`src/rtl/skew_feeder_pkg.sv`:
```
// Shared definitions for the systolic edge feeder: FSM state encoding and
// drain-length helper.
package skew_feeder_pkg;

  typedef enum logic [1:0] {
    ST_IDLE   = 2'd0,
    ST_STREAM = 2'd1,
    ST_FLUSH  = 2'd2,
    ST_DONE   = 2'd3
  } state_t;

  // Skew lines empty in lanes-1 cycles, then the wavefront crosses the array in lanes more.
  function automatic int flush_cycles(input int lanes);
    return (32'sd2 * lanes) - 32'sd1;
  endfunction

endpackage

```
`src/rtl/skew_line.sv`:
```
// Fixed-depth register chain that delays one operand lane; cleared by a
// synchronous active-high reset.
module skew_line #(
  parameter int DEPTH = 1,
  parameter int WIDTH = 8
) (
  input  logic             clock,
  input  logic             reset,
  input  logic [WIDTH-1:0] d,
  output logic [WIDTH-1:0] q
);

  logic [WIDTH-1:0] stage_r [DEPTH];

  // Shift chain: stage 0 captures the input, later stages follow.
  always_ff @(posedge clock) begin
    if (reset) begin
      for (int s = 0; s < DEPTH; s++) begin
        stage_r[s] <= {WIDTH{1'b0}};
      end
    end else begin
      stage_r[0] <= d;
      for (int s = 1; s < DEPTH; s++) begin
        stage_r[s] <= stage_r[s-1];
      end
    end
  end

  assign q = stage_r[DEPTH-1];

endmodule

```
`src/rtl/skew_feeder.sv`:
```
// Edge feeder for a LANES x LANES systolic MAC array: accepts operand beats,
// skews lane i by i cycles, zero-fills bubbles and the drain tail, pulses done.
module skew_feeder
  import skew_feeder_pkg::*;
#(
  parameter int LANES = 4,
  parameter int WIDTH = 8,
  parameter int KW    = 8
) (
  input  logic                   clock,
  input  logic                   reset,
  input  logic                   start,
  input  logic [KW-1:0]          k_len,
  input  logic                   in_valid,
  output logic                   in_ready,
  input  logic [LANES*WIDTH-1:0] in_data,
  output logic [LANES*WIDTH-1:0] lane_out,
  output logic                   busy,
  output logic                   done
);

  localparam int FLUSH_CYC = flush_cycles(LANES);
  localparam int FW        = $clog2(FLUSH_CYC);

  state_t                 state_r;
  state_t                 state_s;
  logic [KW-1:0]          k_len_r;
  logic [KW-1:0]          beat_cnt_r;
  logic [FW-1:0]          flush_cnt_r;
  logic                   accept_s;
  logic                   last_beat_s;
  logic                   flush_end_s;
  logic [LANES*WIDTH-1:0] feed_s;
  logic                   in_ready_s;
  logic                   busy_s;
  logic                   done_s;
  logic                   in_ready_r;
  logic                   busy_r;
  logic                   done_r;

  assign accept_s    = in_valid & in_ready_r;
  assign last_beat_s = accept_s & (beat_cnt_r == (k_len_r - KW'(1)));
  assign flush_end_s = (flush_cnt_r == FW'(FLUSH_CYC - 1));
  // Bubbles and every non-streaming cycle push zeros, which add nothing to the MACs.
  assign feed_s      = accept_s ? in_data : {(LANES*WIDTH){1'b0}};

  // State register.
  always_ff @(posedge clock) begin
    if (reset) begin
      state_r <= ST_IDLE;
    end else begin
      state_r <= state_s;
    end
  end

  // Next-state logic.
  always_comb begin
    state_s = state_r;
    case (state_r)
      ST_IDLE: begin
        if (start) begin
          state_s = (k_len != KW'(0)) ? ST_STREAM : ST_DONE;
        end else begin
          state_s = ST_IDLE;
        end
      end
      ST_STREAM: begin
        if (last_beat_s) begin
          state_s = ST_FLUSH;
        end else begin
          state_s = ST_STREAM;
        end
      end
      ST_FLUSH: begin
        if (flush_end_s) begin
          state_s = ST_DONE;
        end else begin
          state_s = ST_FLUSH;
        end
      end
      ST_DONE: state_s = ST_IDLE;
      default: state_s = ST_IDLE;
    endcase
  end

  // Beat and flush counters plus the latched transfer length.
  always_ff @(posedge clock) begin
    if (reset) begin
      k_len_r     <= KW'(0);
      beat_cnt_r  <= KW'(0);
      flush_cnt_r <= FW'(0);
    end else begin
      if ((state_r == ST_IDLE) && start) begin
        k_len_r    <= k_len;
        beat_cnt_r <= KW'(0);
      end else if (accept_s) begin
        beat_cnt_r <= beat_cnt_r + KW'(1);
      end
      flush_cnt_r <= (state_r == ST_FLUSH) ? (flush_cnt_r + FW'(1)) : FW'(0);
    end
  end

  // Output decode; in_ready follows the upcoming state so it is high in every STREAM cycle.
  always_comb begin
    in_ready_s = 1'b0;
    busy_s     = 1'b0;
    done_s     = 1'b0;
    if (state_s == ST_STREAM) begin
      in_ready_s = 1'b1;
    end else begin
      in_ready_s = 1'b0;
    end
    busy_s = (state_r != ST_IDLE);
    done_s = (state_r == ST_DONE);
  end

  // Output registers.
  always_ff @(posedge clock) begin
    if (reset) begin
      in_ready_r <= 1'b0;
      busy_r     <= 1'b0;
      done_r     <= 1'b0;
    end else begin
      in_ready_r <= in_ready_s;
      busy_r     <= busy_s;
      done_r     <= done_s;
    end
  end

  assign in_ready = in_ready_r;
  assign busy     = busy_r;
  assign done     = done_r;

  for (genvar i = 0; i < LANES; i++) begin : g_lane
    skew_line #(
      .DEPTH(i + 1),
      .WIDTH(WIDTH)
    ) u_line (
      .clock(clock),
      .reset(reset),
      .d    (feed_s[i*WIDTH +: WIDTH]),
      .q    (lane_out[i*WIDTH +: WIDTH])
    );
  end

endmodule

```
`config.mk`:
```
export PLATFORM = sky130hd
export DESIGN_NAME = skew_feeder
export DESIGN_NICKNAME = d
export VERILOG_FILES = /design/src/rtl/skew_feeder_pkg.sv /design/src/rtl/skew_line.sv /design/src/rtl/skew_feeder.sv
export SDC_FILE = /design/constraint.sdc
export NUM_CORES = 1
export LEC_CHECK = 0
export BUFFER_PORTS_ARGS = -buffer_cell sky130_fd_sc_hd__buf_2
export CORE_MARGIN = 10
export CORE_UTILIZATION = 45
export CTS_CLUSTER_DIAMETER = 80
export CTS_CLUSTER_SIZE = 16
export DETAILED_ROUTE_END_ITERATION = 6
export PLACE_DENSITY_LB_ADDON = 0.15
export SLEW_MARGIN = 5
export SYNTH_ARGS = -nofsm -noshare
export SYNTH_HDL_FRONTEND = slang
export SYNTH_SLANG_ARGS = --single-unit
```
`constraint.sdc`:
```
create_clock -name clock -period 1.56 [get_ports clock]
set_input_delay 0.234 -clock clock [delete_from_list [all_inputs] [get_ports clock]]
set_output_delay 0.234 -clock clock [all_outputs]
set_load 0.1 [all_outputs]
```
==> out/metrics.cfg, run 1 <==
[synth]
yosys_most_used_dff=dfxtp_1
synth_fp_nets=392
yosysMostFrequentCell=dfxtp_1
synth_top_area_share=0.589
synth_area_leaders=dfxtp_1, nor2b_1, and3_1, buf_4, xnor2_1
syn_inst=344
ys_seq_elements=104
synth.avg_cell_area_um2=10.3
yosysTopAreaCell=dfxtp_1
ys_warn_count=0
ys_top_cells_by_count=dfxtp_1, nor2b_1, and3_1, nand2_1, buf_4
syn_area_mm2=0.00353
synth_edf_count=0
post_synth_num_cell_types=30
ys_seq_area_frac=0.589
synth-async-reset-ratio=0

[worst_setup_path]
path_cells=inv_2 > ha_4 > nor3b_4 > xnor2_1 > nand4_1 > nor3_2 > a21oi_1
cp_max_fo=6
arrival_ns=1.72
worst_ep_required_time_ns=1.81
critPathMaxStageDelay_ns=0.34
cp-end-kind=flop
start_kind=flop
cpMaxStageDelayCell=dfxtp_2
worstSetupPathType=flop to flop

[placed_design]
pre_cts_slack_ns=0.00785
place.gp.congestion=0.784
io_buffers=78
hpwl_um=4610

[layout]
final_util=0.530
n_fill_cell=718
area.growth.synth_to_final_pct=15.4
fin_nets=448
seq_area_mm2=0.00209
n_antenna_cell=0
multi_input_area_mm2=0.00122
drive_above_1_share=0.279

[sta]
hold_viol=0
setup_violations=0
worst_slew_pin_slew_ns=0.494
tns_ns=0
drv_slew=0
timing.final.crit_share=0.945
max_freq_mhz=678
rsz0062_at_grt=true
setup_slack_ns=0.0861
min_period_ns=1.47
maxSlewHeadroom=0.673
finalClockSkew_ns=0.00824

[pwr]
ir_worst_vdd_uv=509
total_power_mw=4.69
power_density_mw_per_mm2=1150
p_leak_nw=1.89

[die]
dieHeight_um=109
initial_core_util=0.459
ios=79
coreArea_mm2=0.00769
row_count=32
die_width_um=109
dieArea_mm2=0.0118

[clocking]
clock_path_buffers=2
path_clk_slew_ns=0.10
h-tree-depth=3
cts_buffers=9
cts_root_buf=clkbuf_8
tritoncts=yes
cts.sinks=104
clk_latency_ns=0.36

[grt]
gr-total-overflow=0
first_global_vias=2168
antenna_found_initial=0
grt_pass1_wl_um=10100
grt_max_degree=37
grt_use_total=0.108

[drt]
viasPerCell=4.56
drt_iter0_markers=90
final_antenna_net_count=0
dr.pass1.iters=4
via_count=2312
drc=0
wire_per_inst_um=12.5
routed_wl_um=6320

[run_status]
outcome=finished clean

[hold_path]
worstHoldPathType=input port to flop

[flow_run]
cap_violations=0

[layout by cell type (no fill, tap or decap), types with 3 or more instances in the layout]
cell type / netlist / routed
dfxtp_1: 104 / 99
buf_2: 4 / 78
nor2b_1: 49 / 49
and3_1: 35 / 35
nand2_1: 26 / 26
nor2_1: 18 / 18
a21oi_1: 12 / 12
xnor2_1: 12 / 12
clkbuf_8: 0 / 9
buf_4: 24 / 8
nor3_1: 8 / 7
xor2_1: 8 / 7
dfxtp_2: 0 / 5
nand4_1: 3 / 3
ha_1: 4 / 3
[state kept, by name, summed over array words and instances, names as in the netlist]
register	count
state_r	2
k_len_r	8
done	1
beat_cnt_r	8
g_lane.u_line.stage_r	80
busy	1
in_ready	1
flush_cnt_r	3
[area by class of cell]
cell class / instances / share of cell area
clock buffer: 10 / 0.0313
clock inverter: 6 / 0.0110
inverter: 4 / 0.00368
multi-input combinational: 195 / 0.300
sequential: 104 / 0.512
tap: 102 / 0.0313
timing repair buffer: 86 / 0.110
[logic make-up after synthesis]
kind of cell | share of synthesized area
xor+xnor | 0.0496
simple gates | 0.238
fa+ha+maj | 0.0142
flops | 0.589
buf+inv | 0.0747
compound gates | 0.0344
[layer usage]
layer  part of all wire  routed length [um]  up-vias  GRT usage
met4              0.015                  95        0     0.0593
li1                   -                   -     1199          -
met1               0.43                2690     1050      0.127
met5                  0                   0        -          0
met3              0.077                 485       10     0.0399
met2               0.48                3040       53      0.167
[timing repair]
item | CTS | global route
buffers inserted | 0 | 1
pin swaps | 0 | 8
setup endpoints to repair | 2 | 3
resized for setup | 1 | 9
hold buffers | 0 | 0
[power breakdown]
part           total (mW)  switching [mW]  internal, mW
clock network        1.48           0.888         0.589
registers            2.75          0.0376          2.71
logic               0.467           0.297         0.170
total                4.69            1.22          3.47
[path summary, 6_finish.rpt]
| kind | slack [ns] | depth (start not counted) | endpoint | from |
|---|---|---|---|---|
| max | 0.09 | 7 | state_r[0] | k_len_r[1] |
| min | 0.1 | 2 | g_lane[0].u_line.stage_r[0][3] | in_data[3] |
| max reg2reg | 0.09 | 7 | state_r[0] | k_len_r[1] |
| min reg2reg | 0.44 | 1 | g_lane[2].u_line.stage_r[0][22] | g_lane[2].u_line.stage_r[0][14] |
[through the flow]
stage	hold WS (ns)	std cells	area, um2
3_5_place_dp	0.422	490	3860
6_report	0.0968	507	4080
3_3_place_gp	0.417	490	3860
5_1_grt	0.0783	507	4080
4_1_cts	0.0795	506	4040
2_1_floorplan	0.370	344	3540
[worst max-delay path: cells and delay by family, from the launching register on]
| kind | cells | cell delay [ns] |
|---|---|---|
| xor+xnor | 1 | 0.14 |
| compound gates | 1 | 0.09 |
| flops | 1 | 0.34 |
| simple gates | 3 | 0.55 |
| fa+ha+maj | 1 | 0.17 |
| buf+inv | 1 | 0.06 |
Power figures use the tool's default switching activity.
==> run 2: changes to the inputs <==
--- a/config.mk
+++ b/config.mk
@@ -5,6 +5,7 @@
 export SDC_FILE = /design/constraint.sdc
 export NUM_CORES = 1
 export LEC_CHECK = 0
+export ABC_AREA = 1
 export BUFFER_PORTS_ARGS = -buffer_cell sky130_fd_sc_hd__buf_2
 export CORE_MARGIN = 10
 export CORE_UTILIZATION = 45
==> run 2 against run 1 <==
Sequential power hardly changed. Critical endpoint is now in_ready. Die area increased by 2.9%. Critical path type unchanged. Cell count up 22%.
==> out/metrics.cfg, run 2 <==
[synth]
yosys_most_used_dff=dfxtp_1  ; unchanged
ys_top_cells_by_count=dfxtp_1, nor2_1, inv_1, nand2_1, buf_4  ; was dfxtp_1, nor2b_1, and3_1, nand2_1, buf_4
post_synth_num_cell_types=27  ; was 30
synth_top_area_share=0.569  ; was 0.589
synth_fp_nets=497  ; was 392
synth-async-reset-ratio=0  ; unchanged
yosysTopAreaCell=dfxtp_1  ; unchanged
synth_edf_count=0  ; unchanged
ys_warn_count=0  ; unchanged
syn_inst=449  ; was 344
syn_area_mm2=0.00366  ; was 0.00353 mm2
synth.avg_cell_area_um2=8.14  ; was 10.3 um2
synth_area_leaders=dfxtp_1, nor2_1, inv_1, buf_4, nand2_1  ; was dfxtp_1, nor2b_1, and3_1, buf_4, xnor2_1
ys_seq_area_frac=0.569  ; was 0.589
ys_seq_elements=104  ; unchanged

[clocking]
tritoncts=yes  ; unchanged
h-tree-depth=3  ; unchanged
cts_root_buf=clkbuf_8  ; unchanged
cts.sinks=104  ; unchanged
hold_buffers=0  ; unchanged
cts_setup_buffers=0  ; unchanged
cts_buffers=9  ; unchanged
clock_path_buffers=2  ; unchanged
clk_latency_ns=0.35  ; was 0.36 ns
path_clk_slew_ns=0.11  ; was 0.10 ns

[layout]
reg_top3=g_lane.u_line.stage_r x80, beat_cnt_r x8, k_len_r x8  ; unchanged
largest_reg_flops=80  ; unchanged
final_util=0.544  ; was 0.530
final_cell_mix=nor2_1, dfxtp_1, inv_1  ; was dfxtp_1, buf_2, nor2b_1
regMostFlops=g_lane.u_line.stage_r  ; unchanged
seq_area_mm2=0.00209  ; unchanged
n_antenna_cell=0  ; unchanged
final_common_cell=nor2_1  ; was dfxtp_1
area.growth.synth_to_final_pct=16.2  ; was 15.4%
multi_input_area_um2=981  ; was 0.00122 mm2
n_fill_cell=776  ; was 718
drive_above_1_share=0.231  ; was 0.279
fin_nets=558  ; was 448

[worst_setup_path]
r2r-end=in_ready  ; was state_r[0]
rr_worst_depth=11  ; was 7
cp_common_cell=nand2_1
arrival_ns=1.70  ; was 1.72 ns
startpoint=k_len_r[1]  ; unchanged
worstSetupPathType=flop to flop  ; unchanged
crit_family=simple AND/OR/NAND/NOR gates  ; unchanged
cp_max_fo=2  ; was 6
r2r_start=k_len_r[1]  ; unchanged
critPathMaxStageDelay_ns=0.36  ; was 0.34 ns
start_kind=flop  ; unchanged
r2r_slack_ns=0.12  ; was 0.09 ns
worst_ep_required_time_ns=1.82  ; was 1.81 ns
cpMaxStageDelayCell=dfxtp_1  ; was dfxtp_2
cp-end-kind=flop  ; unchanged
crit_buf_inv=1  ; unchanged
path_cells=inv_1 > ha_4 > xnor2_1 > nor2_1 > nand3_1 > nor2_2 > nand2_1 > nand2_1 > nand2_1 > nand2_1 > nor2_1  ; was inv_2 > ha_4 > nor3b_4 > xnor2_1 > nand4_1 > nor3_2 > a21oi_1

[drt]
final_antenna_net_count=0  ; unchanged
drt_iter0_markers=49  ; was 90
wire_per_inst_um=10.8  ; was 12.5 um
viasPerCell=4.13  ; was 4.56
wl_met3_um=639  ; was 485 um
routed_wl_um=6680  ; was 6320 um
met1_length_um=2940  ; was 2690 um
drc=0  ; unchanged
highest_layer=met4  ; unchanged
dr.pass1.iters=4  ; unchanged
via_count=2550  ; was 2,312
wl_met2_um=3050  ; was 3040 um

[pwr]
ir_worst_vdd_uv=675  ; was 509 uV
total_power_mw=4.85  ; was 4.69 mW
power_density_mw_per_mm2=1140  ; was 1150 mW/mm2
p_leak_nw=2.06  ; was 1.89 nW

[die]
die_width_um=110  ; was 109 um
initial_core_util=0.468  ; was 0.459
dieHeight_um=110  ; was 109 um
row_count=32  ; unchanged
ios=79  ; unchanged
coreArea_mm2=0.00781  ; was 0.00769 mm2
dieArea_mm2=0.0121  ; was 0.0118 mm2

[sta]
hold_viol=0  ; unchanged
max_freq_mhz=693  ; was 678 MHz
timing.final.crit_share=0.924  ; was 0.945
min_period_ns=1.44  ; was 1.47 ns
maxSlewHeadroom=0.665  ; was 0.673
tns_ns=0  ; unchanged
rsz0062_at_grt=true  ; unchanged
worst_slew_pin_slew_ns=0.507  ; was 0.494 ns
setup_violations=0  ; unchanged
finalClockSkew_ns=0.0148  ; was 0.00824 ns
drv_slew=0  ; unchanged
holdWs_ns=0.0787  ; was 0.0968 ns
setup_slack_ns=0.118  ; was 0.0861 ns

[grt]
grt_max_degree=53  ; was 37
first_global_vias=2479  ; was 2,168
gr-total-overflow=0  ; unchanged
grt_pass1_wl_um=11100  ; was 10,100 um
antenna_found_initial=0  ; unchanged
grt_use_total=0.115  ; was 0.108

[hold_path]
min_to=g_lane[2].u_line.stage_r[0][5]  ; was g_lane[0].u_line.stage_r[0][3]
hold_depth=3  ; was 2
worstHoldPathType=input port to flop  ; unchanged
hp-start=in_data[21]  ; was in_data[3]

[placed_design]
io_buffers=78  ; unchanged
place.gp.congestion=0.843  ; was 0.784
hpwl_um=4990  ; was 4610 um
pre_cts_slack_ns=0.0420  ; was 0.00785 ns

[flow_run]
cap_violations=0  ; unchanged

[run_status]
outcome=finished clean  ; unchanged

run 2: kinds of logic (layout without fill, tap and decap cells):
logic type | Yosys count | in the layout | synth area share
simple gates | 175 | 175 | 0.200
flops | 104 | 104 | 0.569
xor+xnor | 7 | 7 | 0.0168
fa+ha+maj | 4 | 4 | 0.0137
buf+inv | 136 | 202 | 0.166
compound gates | 23 | 23 | 0.0339
run 2: worst max path at each step:
| stage | slack (ns) | to | cells past startpoint |
|---|---|---|---|
| 2_1_floorplan | 0.11 | in_ready | 11 |
| 6_report | 0.12 | in_ready | 11 |
| 4_1_cts | 0.006 | in_ready | 11 |
| 5_1_grt | -0.01 | in_ready | 11 |
| 3_5_place_dp | 0.04 | in_ready | 11 |
| 3_3_place_gp | 0.08 | in_ready | 11 |
run 2: area by class of cell:
class	count	area share
clock buffers	10	0.0350
clock inverters	6	0.0150
inverters	101	0.0904
multi-input cells	209	0.231
flip-flops and latches	104	0.491
well taps	102	0.0300
repair buffers	85	0.107
run 2: layer usage:
metal / global-route usage / up-vias
li1: - / 1398
met4: 0.0468 / 0
met1: 0.132 / 1092
met5: 0 / -
met2: 0.183 / 55
met3: 0.0534 / 5
run 2: power breakdown:
group	leakage, nW	total, mW	internal (mW)	switching [mW]
Sequential	0.844	2.74	2.71	0.0319
Combinational	1.11	0.439	0.149	0.290
Clock	0.105	1.67	0.722	0.947
run 2: metrics by stage:
stage | std cells | cell area, um2
floorplan | 449 | 3660
global placement | 601 | 4020
detailed placement | 601 | 4020
CTS | 617 | 4230
global route | 617 | 4250
finish | 617 | 4250
run 2: worst min-delay path, cell delays in order:
cell	delay (ns)
buf_2	0.09
inv_1	0.04
nor2_1	0.03
run 2: what timing repair did:
| item | CTS | global route |
|---|---|---|
| gates resized for setup | 0 | 5 |
| hold endpoints to repair | 0 | 0 |
| endpoints found under the setup margin | 0 | 4 |
